**config.mk**
```make
export PLATFORM = sky130hd
export DESIGN_NAME = ghost_mover
export DESIGN_NICKNAME = d
export VERILOG_FILES = /design/src/rtl/ghost_mover_pkg.sv /design/src/rtl/ghost_dir_rank.sv /design/src/rtl/ghost_mover.sv
export SDC_FILE = /design/constraint.sdc
export NUM_CORES = 1
export LEC_CHECK = 0
export CORE_MARGIN = 2
export CORE_UTILIZATION = 40
export CTS_BUF_LIST = sky130_fd_sc_hd__clkbuf_4 sky130_fd_sc_hd__clkbuf_8
export DETAILED_ROUTE_END_ITERATION = 10
export PLACE_DENSITY = 0.63
export SYNTH_ARGS = -nofsm -noshare
export SYNTH_HDL_FRONTEND = slang
export SYNTH_SLANG_ARGS = --single-unit
export TNS_END_PERCENT = 30
```
**constraint.sdc**
```tcl
create_clock -name clock_50 -period 5.4 [get_ports clock_50]
set_input_delay 1.08 -clock clock_50 [delete_from_list [all_inputs] [get_ports clock_50]]
set_output_delay 1.08 -clock clock_50 [all_outputs]
set_load 0.005 [all_outputs]
```
**src/rtl/ghost_mover_pkg.sv**
```systemverilog
// Shared types for the ghost mover: move directions, FSM state encoding and the
// default wall tile code.
package ghost_mover_pkg;

  typedef enum logic [1:0] {
    UP    = 2'd0,
    DOWN  = 2'd1,
    LEFT  = 2'd2,
    RIGHT = 2'd3
  } dir_e;

  typedef enum logic [2:0] {
    IDLE   = 3'd0,
    SAMPLE = 3'd1,
    PROBE  = 3'd2,
    CHECK  = 3'd3,
    WRITE  = 3'd4,
    DONE   = 3'd5
  } state_e;

  localparam logic [2:0] WALL_TYPE_DEFAULT = 3'd1;

  // UP/DOWN and LEFT/RIGHT differ only in bit 0.
  function automatic dir_e dir_opposite(input dir_e d);
    return dir_e'(d ^ 2'b01);
  endfunction

endpackage

```
**src/rtl/ghost_dir_rank.sv**
```systemverilog
// Ranks the four move directions for a ghost chasing pacman; order_o[1:0] is
// tried first, order_o[7:6] last.
module ghost_dir_rank
  import ghost_mover_pkg::*;
(
  input  logic signed [5:0] dx_i,
  input  logic signed [5:0] dy_i,
  output logic        [7:0] order_o
);

  logic [5:0] abs_dx;
  logic [5:0] abs_dy;
  dir_e       hor_tow;
  dir_e       ver_tow;

  always_comb begin
    abs_dx  = dx_i[5] ? 6'(-dx_i) : dx_i;
    abs_dy  = dy_i[5] ? 6'(-dy_i) : dy_i;
    // A zero delta counts as "toward" the positive direction.
    hor_tow = dx_i[5] ? LEFT : RIGHT;
    ver_tow = dy_i[5] ? UP   : DOWN;
    if (abs_dx >= abs_dy) begin
      order_o = {dir_opposite(hor_tow), dir_opposite(ver_tow), ver_tow, hor_tow};
    end else begin
      order_o = {dir_opposite(ver_tow), dir_opposite(hor_tow), hor_tow, ver_tow};
    end
  end

endmodule

```
**src/rtl/ghost_mover.sv**
```systemverilog
// Ghost movement controller: on each move tick, probes up to four neighbour tiles
// and writes the first open one to the ghost register. Define GHOST_MOVER_LFSR_EN
// to rotate the candidate order pseudo-randomly.
module ghost_mover
  import ghost_mover_pkg::*;
#(
  parameter int         MOVE_PERIOD = 5000000,
  parameter int         GRID_MAX    = 20,
  parameter logic [2:0] WALL_TYPE   = WALL_TYPE_DEFAULT
) (
  input  logic       clock_50,
  input  logic       reset_n,
  input  logic       enable,
  input  logic [4:0] pac_x,
  input  logic [4:0] pac_y,
  input  logic [4:0] cur_x,
  input  logic [4:0] cur_y,
  output logic [4:0] map_x,
  output logic [4:0] map_y,
  input  logic [2:0] map_type,
  output logic [4:0] reg_x,
  output logic [4:0] reg_y,
  output logic       reg_en,
  output logic       reg_readwrite,
  output logic       move_done
);

  localparam int             CNT_W     = (MOVE_PERIOD > 1) ? $clog2(MOVE_PERIOD) : 1;
  localparam logic [CNT_W-1:0] CNT_LAST = CNT_W'(MOVE_PERIOD - 1);
  localparam logic [4:0]     GRID_LAST = 5'(GRID_MAX);

  state_e              state_q, state_d;
  logic [CNT_W-1:0]    cnt_q;
  logic                tick;
  logic [4:0]          pos_x_q, pos_x_d, pos_y_q, pos_y_d;
  logic [7:0]          order_q, order_d;
  logic [1:0]          idx_q, idx_d;
  logic [1:0]          slot;
  logic signed [5:0]   dx, dy;
  logic [7:0]          rank_order;
  dir_e                cand_dir;
  logic [4:0]          cand_x, cand_y;
  logic                off_grid;
  logic                blocked;

  assign tick = enable && (cnt_q == CNT_LAST);

  always_ff @(posedge clock_50 or negedge reset_n) begin
    if (!reset_n) begin
      cnt_q <= '0;
    end else if (enable) begin
      cnt_q <= tick ? '0 : cnt_q + CNT_W'(1);
    end
  end

  assign dx = $signed({1'b0, pac_x}) - $signed({1'b0, cur_x});
  assign dy = $signed({1'b0, pac_y}) - $signed({1'b0, cur_y});

  ghost_dir_rank u_rank (
    .dx_i    (dx),
    .dy_i    (dy),
    .order_o (rank_order)
  );

`ifdef GHOST_MOVER_LFSR_EN
  logic [3:0] lfsr_q;
  logic [1:0] rot_q;

  // x^4 + x^3 + 1, free-running from reset.
  always_ff @(posedge clock_50 or negedge reset_n) begin
    if (!reset_n) begin
      lfsr_q <= 4'b1001;
      rot_q  <= 2'd0;
    end else begin
      lfsr_q <= {lfsr_q[2:0], lfsr_q[3] ^ lfsr_q[2]};
      if (state_q == SAMPLE) rot_q <= lfsr_q[1:0];
    end
  end

  assign slot = idx_q + rot_q;
`else
  assign slot = idx_q;
`endif

  assign cand_dir = dir_e'(order_q[{slot, 1'b0} +: 2]);

  // Off-grid steps keep the current coordinate so the probe address never wraps.
  always_comb begin
    cand_x   = pos_x_q;
    cand_y   = pos_y_q;
    off_grid = 1'b0;
    case (cand_dir)
      UP:      if (pos_y_q == 5'd0)       off_grid = 1'b1; else cand_y = pos_y_q - 5'd1;
      DOWN:    if (pos_y_q >= GRID_LAST)  off_grid = 1'b1; else cand_y = pos_y_q + 5'd1;
      LEFT:    if (pos_x_q == 5'd0)       off_grid = 1'b1; else cand_x = pos_x_q - 5'd1;
      RIGHT:   if (pos_x_q >= GRID_LAST)  off_grid = 1'b1; else cand_x = pos_x_q + 5'd1;
      default: off_grid = 1'b1;
    endcase
  end

  assign blocked = off_grid || (map_type == WALL_TYPE);

  always_comb begin
    state_d = state_q;
    idx_d   = idx_q;
    pos_x_d = pos_x_q;
    pos_y_d = pos_y_q;
    order_d = order_q;
    case (state_q)
      IDLE: if (tick) state_d = SAMPLE;
      SAMPLE: begin
        pos_x_d = cur_x;
        pos_y_d = cur_y;
        order_d = rank_order;
        idx_d   = 2'd0;
        state_d = (dx == 6'sd0 && dy == 6'sd0) ? DONE : PROBE;
      end
      PROBE: state_d = CHECK;
      CHECK: begin
        if (!blocked) begin
          state_d = WRITE;
        end else if (idx_q == 2'd3) begin
          state_d = DONE;
        end else begin
          idx_d   = idx_q + 2'd1;
          state_d = PROBE;
        end
      end
      WRITE:   state_d = DONE;
      DONE:    state_d = IDLE;
      default: state_d = IDLE;
    endcase
  end

  always_ff @(posedge clock_50 or negedge reset_n) begin
    if (!reset_n) begin
      state_q <= IDLE;
      idx_q   <= 2'd0;
      pos_x_q <= 5'd0;
      pos_y_q <= 5'd0;
      order_q <= 8'd0;
    end else begin
      state_q <= state_d;
      idx_q   <= idx_d;
      pos_x_q <= pos_x_d;
      pos_y_q <= pos_y_d;
      order_q <= order_d;
    end
  end

  assign map_x         = (state_q == PROBE) ? cand_x : 5'd0;
  assign map_y         = (state_q == PROBE) ? cand_y : 5'd0;
  assign reg_en        = (state_q == WRITE);
  assign reg_readwrite = !reg_en;
  assign reg_x         = reg_en ? cand_x : 5'd0;
  assign reg_y         = reg_en ? cand_y : 5'd0;
  assign move_done     = (state_q == DONE);

endmodule

```
# After elaboration in Yosys (flattened, before gate mapping)

Cells that the tools add are included.

$add $sub $neg: 10
Magnitude comparators: 3
Equal/unequal tests: 14
Shift operators: 1
Mux-type cells: 29
Bitwise logic cells: 2
Reduce and logical (&&, ||, !) cells: 12

Operator list:

| operator                                                            | number |
|---|---|
| 5-bit 2-to-1 mux                                                    | 8 |
| 23-bit by 1-bit adder with 23-bit output (second input constant)    | 1 |
| 23-bit == test (second input constant)                              | 1 |
| 23-bit 2-to-1 mux                                                   | 1 |
| 5-bit one-hot mux with 2 select lines                               | 2 |
| 3-bit one-hot mux with 5 select lines                               | 1 |
| 6-bit logical NOT                                                   | 2 |
| 3-bit 2-to-1 mux                                                    | 4 |
| 6-bit 2-to-1 mux                                                    | 2 |
| 6-bit negation                                                      | 2 |
| 5-bit by 5-bit subtractor with 6-bit output                         | 2 |
| 5-bit by 1-bit adder with 5-bit output (second input constant)      | 2 |
| 5-bit >= comparator (second input constant)                         | 2 |
| 5-bit logical NOT                                                   | 2 |
| 5-bit by 1-bit subtractor with 5-bit output (second input constant) | 2 |
| 8-bit 2-to-1 mux                                                    | 1 |
| 8-bit by 4-bit variable part select with 2-bit output               | 1 |
| 2-bit == test (second input constant)                               | 3 |
| 3-bit by 1-bit == test with 1-bit output (second input constant)    | 2 |
| 3-bit by 2-bit == test with 1-bit output (second input constant)    | 2 |
| 3-bit == test (second input constant)                               | 2 |
| 6-bit >= comparator                                                 | 1 |
| 1-bit 2-to-1 mux                                                    | 6 |
| 2-bit != test (second input constant)                               | 3 |
| 13 further kinds                                                    | 16 |

Register bits after elaboration: 46
Bits of input ports: 26
Output and inout port bits: 23
Word-level logic and storage cells: 77

# Logic depth before layout (Yosys ltp)

Depth after elaboration: 6
Mapped depth: 14
Mapped depth without buffers: 14

# By module

A second synthesis with hierarchy kept.

Cell total of the unflattened synthesis: 425
Area, all modules: 3,757.4 sq um

Modules (own cells, without submodules):

| module         | times used | cells each | area an instance (sq um) |
|---|---|---|---|
| ghost_mover    | 1          | 373        | 3,342.0 |
| ghost_dir_rank | 1          | 52         | 415.4 |

# Worst setup path after synthesis

OpenSTA, ideal clock, no wires.

Kind: input to register
Start point: input pac_y[0]
End point: register order_q[0]
Data arrival time: 3,450 ps
Path slack: 1,826 ps
Stages: 14
Buffers on the path: 0
Cells stage by stage: inv_1 > ha_1 > inv_1 > fa_1 > xor2_1 > nor3_1 > nor2_1 > xnor2_1 > ha_1 > a21oi_1 > o21ai_0 > a31oi_1 > mux2i_1 > mux2_2

Longest elaborated chain between the ends: 5

RTL lines:

| item                                          | RTL line             | RTL |
|---|---|---|
| from (decl)                                   | ghost_mover.sv:15    | `input logic [4:0] pac_y,` |
| 5-bit by 5-bit subtractor with 6-bit output * | ghost_mover.sv:57    | `assign dy = $signed({1'b0, pac_y}) - $signed({1'b0, cur_y});` |
| 6-bit negation                                | ghost_dir_rank.sv:18 | `abs_dy = dy_i[5] ? 6'(-dy_i) : dy_i;` |
| 6-bit 2-to-1 mux                              | ghost_dir_rank.sv:18 |  |
| 6-bit >= comparator                           | ghost_dir_rank.sv:22 | `if (abs_dx >= abs_dy) begin` |
| 8-bit 2-to-1 mux *                            | ghost_dir_rank.sv:22 |  |
| to (signal assigned)                          | ghost_mover.sv:147   | `order_q <= order_d;` |
| to (decl)                                     | ghost_mover.sv:36    | `logic [7:0] order_q, order_d;` |

Mark *: on every way between the ends. The rest lies on a longest branch, timed or not.
A chain may end at the register's enable or synchronous reset.

# Worst setup path in the final report

Start point: register idx_q[0]
End point: output reg_y[1]

Longest elaborated chain between the ends: 4

RTL lines:

| item                                                                                 | RTL line           | RTL |
|---|---|---|
| from (decl)                                                                          | ghost_mover.sv:37  | `logic [1:0] idx_q, idx_d;` |
| from (signal assigned)                                                               | ghost_mover.sv:144 | `idx_q <= idx_d;` |
| 8-bit by 4-bit variable part select with 2-bit output *                              | ghost_mover.sv:85  | `assign cand_dir = dir_e'(order_q[{slot, 1'b0} +: 2]);` |
| 2-bit by 1-bit == test with 1-bit output / 2-bit logical NOT (equally long branches) | ghost_mover.sv:92  | `case (cand_dir)` |
| 5-bit one-hot mux with 2 select lines *                                              | ghost_mover.sv:92  |  |
| 5-bit 2-to-1 mux *                                                                   | ghost_mover.sv:156 | `assign reg_y = reg_en ? cand_y : 5'd0;` |
| to (decl)                                                                            | ghost_mover.sv:22  | `output logic [4:0] reg_y,` |

Marks and branches as above.

==> results by group <==
CTS
  • Maximum clock path buffer count: 2
  • Clock Tree Root: clkbuf_8
  • H-tree levels: 2
  • CTS Buf Count: 5
  • CTS tree: built
  • Worst-Skew Late Latency: around 0.30 ns
  • Post-CTS Setup Bufs: 0
  • Hold buffers post-CTS: 0
  • Post-CTS Resized: 0
  • Clock slew at reported path FFs: around 0.09 ns
  • Clk sinks: between 40 and 50

Route
  • Vias per inst: around 5.4
  • Via count: approximately 3.0k
  • Pre-antenna DRT Iters: 4
  • Post-route DRC violation count: 0
  • Wirelength, routed: ~7300 um
  • ANT nets after route: 0
  • Iteration-0 DRC Markers: 110
  • Drt wl/cell: between 10 and 15 um

Global routing
  • First-pass GRT wire length: ~13,000 um
  • Vias in the first global route: around 2.8k
  • Tot GR Track Use: between 15 and 20%
  • Initial antenna violation count: 0
  • Largest net degree at the start of global routing: between 40 and 50
  • Total gr overflow: 0

Timing
  • Min Tclk post-route: slightly above 4 ns
  • Max-slew violations: 0
  • Clock Skews: about 0.014 ns
  • Hold slack: 0.498 ns
  • RSZ-0062 raised after global routing: false
  • TNS Setup: 0 ns
  • Final setup vio count: 0
  • Fmax: about 250 MHz
  • Crit share post-route: about three quarters
  • Least-Margin Pin Slew: around 0.96 ns
  • Slew HR: about 36%
  • Final hold viol count: 0

Setup path
  • Critical Path End Type: primary output
  • Critical path class: reg -> out
  • WP data arrival: 3.00 ns
  • Data required, critical path: around 4.3 ns
  • Startpoint type of the worst setup path: flip-flop
  • Critical-path maximum fanout: 23

Pwr
  • Maximum VDD drop: 0.0986 mV
  • Pleak: around 0.0018 uW
  • Power, Total: 841 uW
  • Pwr dens: just over 200 nW/um^2

Logic synthesis
  • Sequential share of the synthesized area: 32.2%
  • Async set-reset flop share out of synthesis: 100%
  • Mapped Nets: ~460
  • Commonest cells post-synth: 47 x nor2_1, 44 x dfrtp_1, 34 x nand2_1
  • Synth area leaders: dfrtp_1 32%, ha_1 9.5%, nor2_1 5.2%
  • Number of synthesized flops with an enable pin: 0
  • Mapped Area: approximately 3400 um^2
  • Syn Inst Count: around 400
  • Most frequent cell after synthesis: nor2_1
  • Yosys top cell area share: roughly 32%
  • Ys Warns: 0
  • Dominant cell type by area after synthesis: dfrtp_1
  • Most used flip-flop cell after synthesis: dfrtp_1
  • Unique masters post-synth: 53
  • Syn avg cell area: roughly 8.5 um^2
  • Yosys reg bits: 44

Layout
  • Final net count: 501
  • Synth-to-Final Area Change: 20.1%
  • Antenna Cells: 0
  • Final core occ: roughly half
  • Multi-input logic area: 2160 um^2
  • Reg area: roughly 1100 um^2
  • Non-filler cells in the finished layout: 553
  • Share of cells above drive strength 1: approximately 7%
  • Fill count: roughly 840

Floorplanning
  • Die W: 96.5 um
  • Initial Util: roughly two fifths
  • Die height: approximately 96 um
  • Core area: between 8000 and 9000 um^2
  • Placement Rows: 33
  • Num ports: 49
  • Die area: roughly 9300 um^2

Placement
  • # port buffers: 48
  • Final Wtd Congestion: 0.844
  • Placed insts: 545
  • Hpwl dp: 5790 um

Run
  • Max cap viols: 0

Min path
  • Hold crit path type: reg -> reg

Status
  • Status: finished clean
placed cells by master, fill, tap and decap left out, types with 8 or more instances in the layout:
cell | synthesis | layout
nand4_1 | 12 | 12
xnor2_1 | 20 | 20
nor3_1 | 11 | 11
nand2_1 | 34 | 34
a21oi_1 | 24 | 24
dfrtp_1 | 44 | 44
o21ai_0 | 27 | 27
inv_1 | 28 | 28
xor2_1 | 11 | 11
nor2_1 | 47 | 47
ha_1 | 26 | 26
clkdlybuf4s50_1 | 0 | 47
nand3_1 | 12 | 12
or3_1 | 9 | 9
mux2_2 | 8 | 8
path summary, 6_finish.rpt:
check	start	to	slack (ns)	cells after the start
min in group asynchronous	reset_n	cnt_q[14]	0.92	1
hold reg to reg	cnt_q[4]	cnt_q[4]	0.50	1
setup reg to reg	pos_x_q[1]	state_q[2]	3.13	7
max in group asynchronous	reset_n	pos_x_q[3]	3.87	1
setup / recovery	idx_q[0]	reg_y[1]	1.32	6
hold / removal	cnt_q[4]	cnt_q[4]	0.50	1
kinds of logic after synthesis:
| logic type | after synthesis | share of synthesized area [%] |
|---|---|---|
| compound gates | 81 | 14.7 |
| xor+xnor | 31 | 7.94 |
| fa+ha+maj | 28 | 10.7 |
| buf+inv | 39 | 4.68 |
| flops | 44 | 32.2 |
| mux | 17 | 6.04 |
| simple gates | 161 | 23.8 |
report_power, final:
group / total [uW] / internal, uW / switching (uW)
Combinational: 208 / 100 / 108
Clock: 264 / 151 / 113
Sequential: 368 / 347 / 20.3
Total: 841 / 599 / 242
per-layer routing:
layer / share of wire, % / GRT usage (%) / up-vias
li1: - / - / 1524
met1: 52 / 24.7 / 1392
met2: 42 / 25.6 / 68
met3: 4.9 / 3.10 / 9
met4: 1.0 / 4.23 / 0
met5: 0 / 0 / -
cell type report:
class / count / share of cell area [%]
clock buffer: 6 / 2.01
clock inverter: 2 / 0.944
inverter: 28 / 2.56
multi-input combinational: 318 / 52.6
sequential: 44 / 26.8
tap: 105 / 3.20
timing repair buffer: 50 / 11.9
flip-flops by register name, summed over array words and instances, names as in the netlist:
name and flops:
state_q 3, pos_y_q 5, cnt_q 23, pos_x_q 5, order_q 6, idx_q 2
worst max-delay path: stages (launching register included):
cell and delay, ns:
dfrtp_1 0.44, mux4_2 0.73, nor2_1 0.36, a22oi_1 0.14
or2_2 0.31, a31oi_1 0.18, clkdlybuf4s50_1 0.52
metrics by stage:
stage / worst slack (ns) / area (um^2)
2_1_floorplan: 1.83 / 3420
3_3_place_gp: 1.09 / 3990
3_5_place_dp: 1.06 / 3990
4_1_cts: 1.32 / 4110
5_1_grt: 1.06 / 4110
6_report: 1.32 / 4110
Power figures use the tool's default switching activity.
==> edit 1, RTL diff (same flow settings) <==
Compare `cnt_q` against `CNT_LAST` with >= in place of ==.
--- a/src/rtl/ghost_mover.sv
+++ b/src/rtl/ghost_mover.sv
@@ -45,3 +45,3 @@
 
-  assign tick = enable && (cnt_q == CNT_LAST);
+  assign tick = enable && (cnt_q >= CNT_LAST);
 
Function: same outputs for any inputs over 10 cycles, from zero or initial values and one cycle with reset_n low; that may be too few to reach the edited logic, so the function may still have changed.
==> edit 1 against the original RTL <==
- sequential cell count did not move
- final cell count rose by 4.0%
- first-iteration DRC count rose by 58%
- design area rose by 1.6%
- synthesized cell count rose by 6.0%
- routed wire length rose by 2.4%
- area after synthesis rose by 2.5%
- worst setup slack got worse by 0.057 ns
- sequential power fell by 2%
- clock skew fell by 0.0034 ns
- sequential share of layout area fell by 0.42 points
- critical path depth rose by 8
- power fell by 2.1%
- die area rose by 2.4%
- highest routed layer unchanged
==> edit 1: results (changes against the original RTL) <==
metric	value	unit	change
Post-CTS Setup Inserts	0		unchanged
unique cell type count in the Yosys netlist	47		-11%
Starting DRT DRC Count	174		+58%
DR WL met2	3.34	mm	+8.8%
global-route wire length before repair	13.0	mm	+3.2%
largest net degree at the start of global routing	45		unchanged
met3 global-route usage	0.0194		-0.0116
flop-to-flop setup slack	2.97	ns	-0.16 ns
most instantiated cells after synthesis	63 x nor2_1, 44 x dfrtp_1, 29 x o21ai_0		
GPL Wtd Cong	0.848		+0.55%
Area contributors post-synth	dfrtp_1 31%, ha_1 9.3%, nor2_1 6.7%		
met1 usage	0.226		-0.0205
FFs w/ async S/R, synth	1.00		unchanged
worst r2r dst	state_q[2]$_DFFE_PN0P_		
dpl ws	0.955	ns	-0.109 ns
Critical R2R Launch	pos_y_q[0]$_DFFE_PN0P_		
Hold Crit Endpoint	order_q[0]$_DFFE_PN0P_		
met3 wire len	327	um	-8.4%
routed via count	3052		+2.0%
crit path to	order_q[2]$_DFFE_PN0P_		
TritonCTS buffer count	5		unchanged
Fmax	0.242	GHz	-1.4%
Ant. Diodes	0		unchanged
Most used DFF post-synth	dfrtp_1		
worst clock skew	0.0103	ns	-0.00336 ns
met2 Use GR	0.257		+0.000398
Critical Path AT	4.32	ns	+1.32 ns
Layout Nets	520		+3.8%
placed inst area	0.00406	sq mm	+1.8%
Clk Latency, worst-skew pair	0.30	ns	about the same
Rel. slew slack	0.363		+0.000613
Non-Filler Instances	575		+4.0%
Largest regs	cnt_q (23), order_q (6)		
CTS resizes	0		unchanged
hold depth	1		unchanged
P_leak	1.83	nW	+3.5%
First-pass DRT Iterations	4		unchanged
Hold Crit Start	order_q[0]$_DFFE_PN0P_		
Worst-path clk slew	0.08	ns	
syn avg cell area	8.25	sq um	-3.3%
Synthesized Nets	479		+5.3%
vias in the first global route	2929		+4.1%
Final HPWL DP	5.87	mm	+1.3%
sequential cell area fraction in the yosys report	0.314		-0.00770
fraction of layout cells with a size suffix above 1	0.0578		-0.0114
met1 wire length	3.77	mm	-1.9%
status	complete, no violations		
Hold Crit Class	flip-flop to flip-flop		
antenna violations before repair	0		unchanged
crit path max fanout	3		-87%
crit path from	cur_y[0]		
GRT Total Usage	0.159		-0.00930
Routed wire per std cell	13.1	um	-1.5%
Synth Warn #	0		unchanged
FF-to-FF path depth	7		unchanged
Clock Path Buffers	2		unchanged
# placed instances	567		+4.0%
peak supply drop	0.114	mV	+16%
root buf cell	clkbuf_8		
[edit 1: layout make-up]
class                           count  area (sq um)
Clock buffer                        5          68.8
Sequential cell                    44          1100
Timing Repair Buffer               49           483
Inverter                           28           105
Tap cell                          108           135
Multi-Input combinational cell    338          2230
Clock inverter                      3          46.3
Fill cell                         845          4420
[edit 1: power by group]
part | internal (W) | total, W | switching, W
combinational | 0.0000968 | 0.000203 | 0.000107
sequential | 0.000345 | 0.000361 | 0.0000162
clock | 0.000139 | 0.000258 | 0.000119
total | 0.000581 | 0.000823 | 0.000242
[edit 1: worst max-delay path: stages]
cell and delay (ns):
clkdlybuf4s50_1 0.52, ha_1 0.18, inv_1 0.05, fa_1 0.47, inv_1 0.08, ha_1 0.14
inv_1 0.05, or2_2 0.30, o21ai_0 0.20, xor2_1 0.18, ha_1 0.25, a31oi_1 0.38
mux2i_1 0.16, mux2_2 0.30
[edit 1: metrics by stage]
| stage | utilization | hold WS, ns |
|---|---|---|
| 2_1_floorplan | - | 0.465 |
| 3_3_place_gp | 0.472 | 0.498 |
| 3_5_place_dp | 0.472 | 0.500 |
| 4_1_cts | 0.486 | 0.519 |
| 5_1_grt | 0.486 | 0.561 |
| 6_report | 0.486 | 0.519 |
[edit 1: kinds of logic (layout without fill, tap and decap cells)]
group | Yosys count | in the layout | synth area share
DFF | 44 | 44 | 0.314
muxes | 17 | 17 | 0.0578
and+or+nand+nor | 179 | 179 | 0.253
AOI/OAI and AO/OA | 81 | 81 | 0.140
xor gates and xnor gates | 33 | 33 | 0.0825
buffers and inverters | 43 | 85 | 0.0482
adders and majority gates | 28 | 28 | 0.104
==> edit 2, RTL diff (same settings) <==
Made on the original files. Build with the macro `GHOST_MOVER_LFSR_EN` defined.
--- a/src/rtl/ghost_mover.sv
+++ b/src/rtl/ghost_mover.sv
@@ -3,2 +3,4 @@
 // to rotate the candidate order pseudo-randomly.
+`define GHOST_MOVER_LFSR_EN
+
 module ghost_mover
Behaviour: no difference found for any inputs over 10 cycles, from zero or initial values and one cycle with reset_n low; that may be too few to reach the edited logic, so the function may still have changed.
==> edit 2 against the original RTL <==
- sequential share of layout area up 2.0 points
- sequential cell count rose by 6
- maximum frequency decreased by 11%
- area after synthesis increased by 7.9%
- worst setup slack worse by 0.52 ns
- via count up 2.2%
- critical path depth up 3
- routed wire length increased by 6.8%
- design area is 5.9% higher
Power is not compared: it rests on default switching activity, and its combinational part moved more than twofold at a synthesized area within 25%.
==> edit 2: results (changes against the original RTL) <==
metric	value	unit	change
Non-Filler Instances	584		+5.6%
routed via count	3058		+2.2%
worst r2r dst	idx_q[0]$_DFFE_PN0P_		
met1 usage	0.234		-0.0127
crit path max fanout	12		-48%
crit path to	reg_x[2]		
FF-to-FF path depth	8		+1
fillers	883		+5.7%
post-synthesis adder-cell area fraction	0.102		-0.00440
sequential cell area fraction in the yosys report	0.340		+0.0179
Hold WS	0.385	ns	-0.113 ns
met3 wire len	211	um	-41%
synthesized instance count	428		+6.7%
GRT Total Usage	0.165		-0.00360
Critical Path AT	3.52	ns	+0.52 ns
Crit path max-delay family	simple AND/OR/NAND/NOR gates		
Final HPWL DP	6.12	mm	+5.6%
met3 global-route usage	0.0237		-0.00735
slowest CP cell	clkdlybuf4s50_1		
worst slew pin tran	0.819	ns	-0.138 ns
Synth Area in Compound Gates	0.141		-0.00527
unique cell type count in the Yosys netlist	56		+5.7%
Hold Crit Start	lfsr_q[1]$_DFF_PN0_		
status	complete, no violations		
flop-to-flop setup slack	2.38	ns	-0.75 ns
## edit 2: changes by cell type after synthesis, moves of 6 or more
cell	change
nor2b_1	+8
or3_1	-6
nand2_1	+12
o21ai_0	+6
## edit 2: worst register-to-register path: stages (launching register included)
cell and delay, ns:
dfrtp_1 0.44, ha_1 0.44, or3b_1 0.41, a41o_2 0.25, nand3_4 0.12, mux2_4 0.33, a221o_1 0.41, mux2_4 0.32
a22o_1 0.18
## edit 2: cells by family after synthesis
group	Yosys count
simple gates	180
compound gates	83
flops	50
buf+inv	39
xor+xnor	32
fa+ha+maj	29
mux	15
## edit 2: final cells by class
| type | count | area, sq um | area share |
|---|---|---|---|
| timing repair buffer | 50 | 490 | 0.113 |
| multi-input combinational | 339 | 2270 | 0.522 |
| clock buffer | 6 | 82.6 | 0.0190 |
| inverter | 26 | 97.6 | 0.0224 |
| tap | 111 | 139 | 0.0319 |
| sequential | 50 | 1250 | 0.288 |
| clock inverter | 2 | 17.5 | 0.00402 |
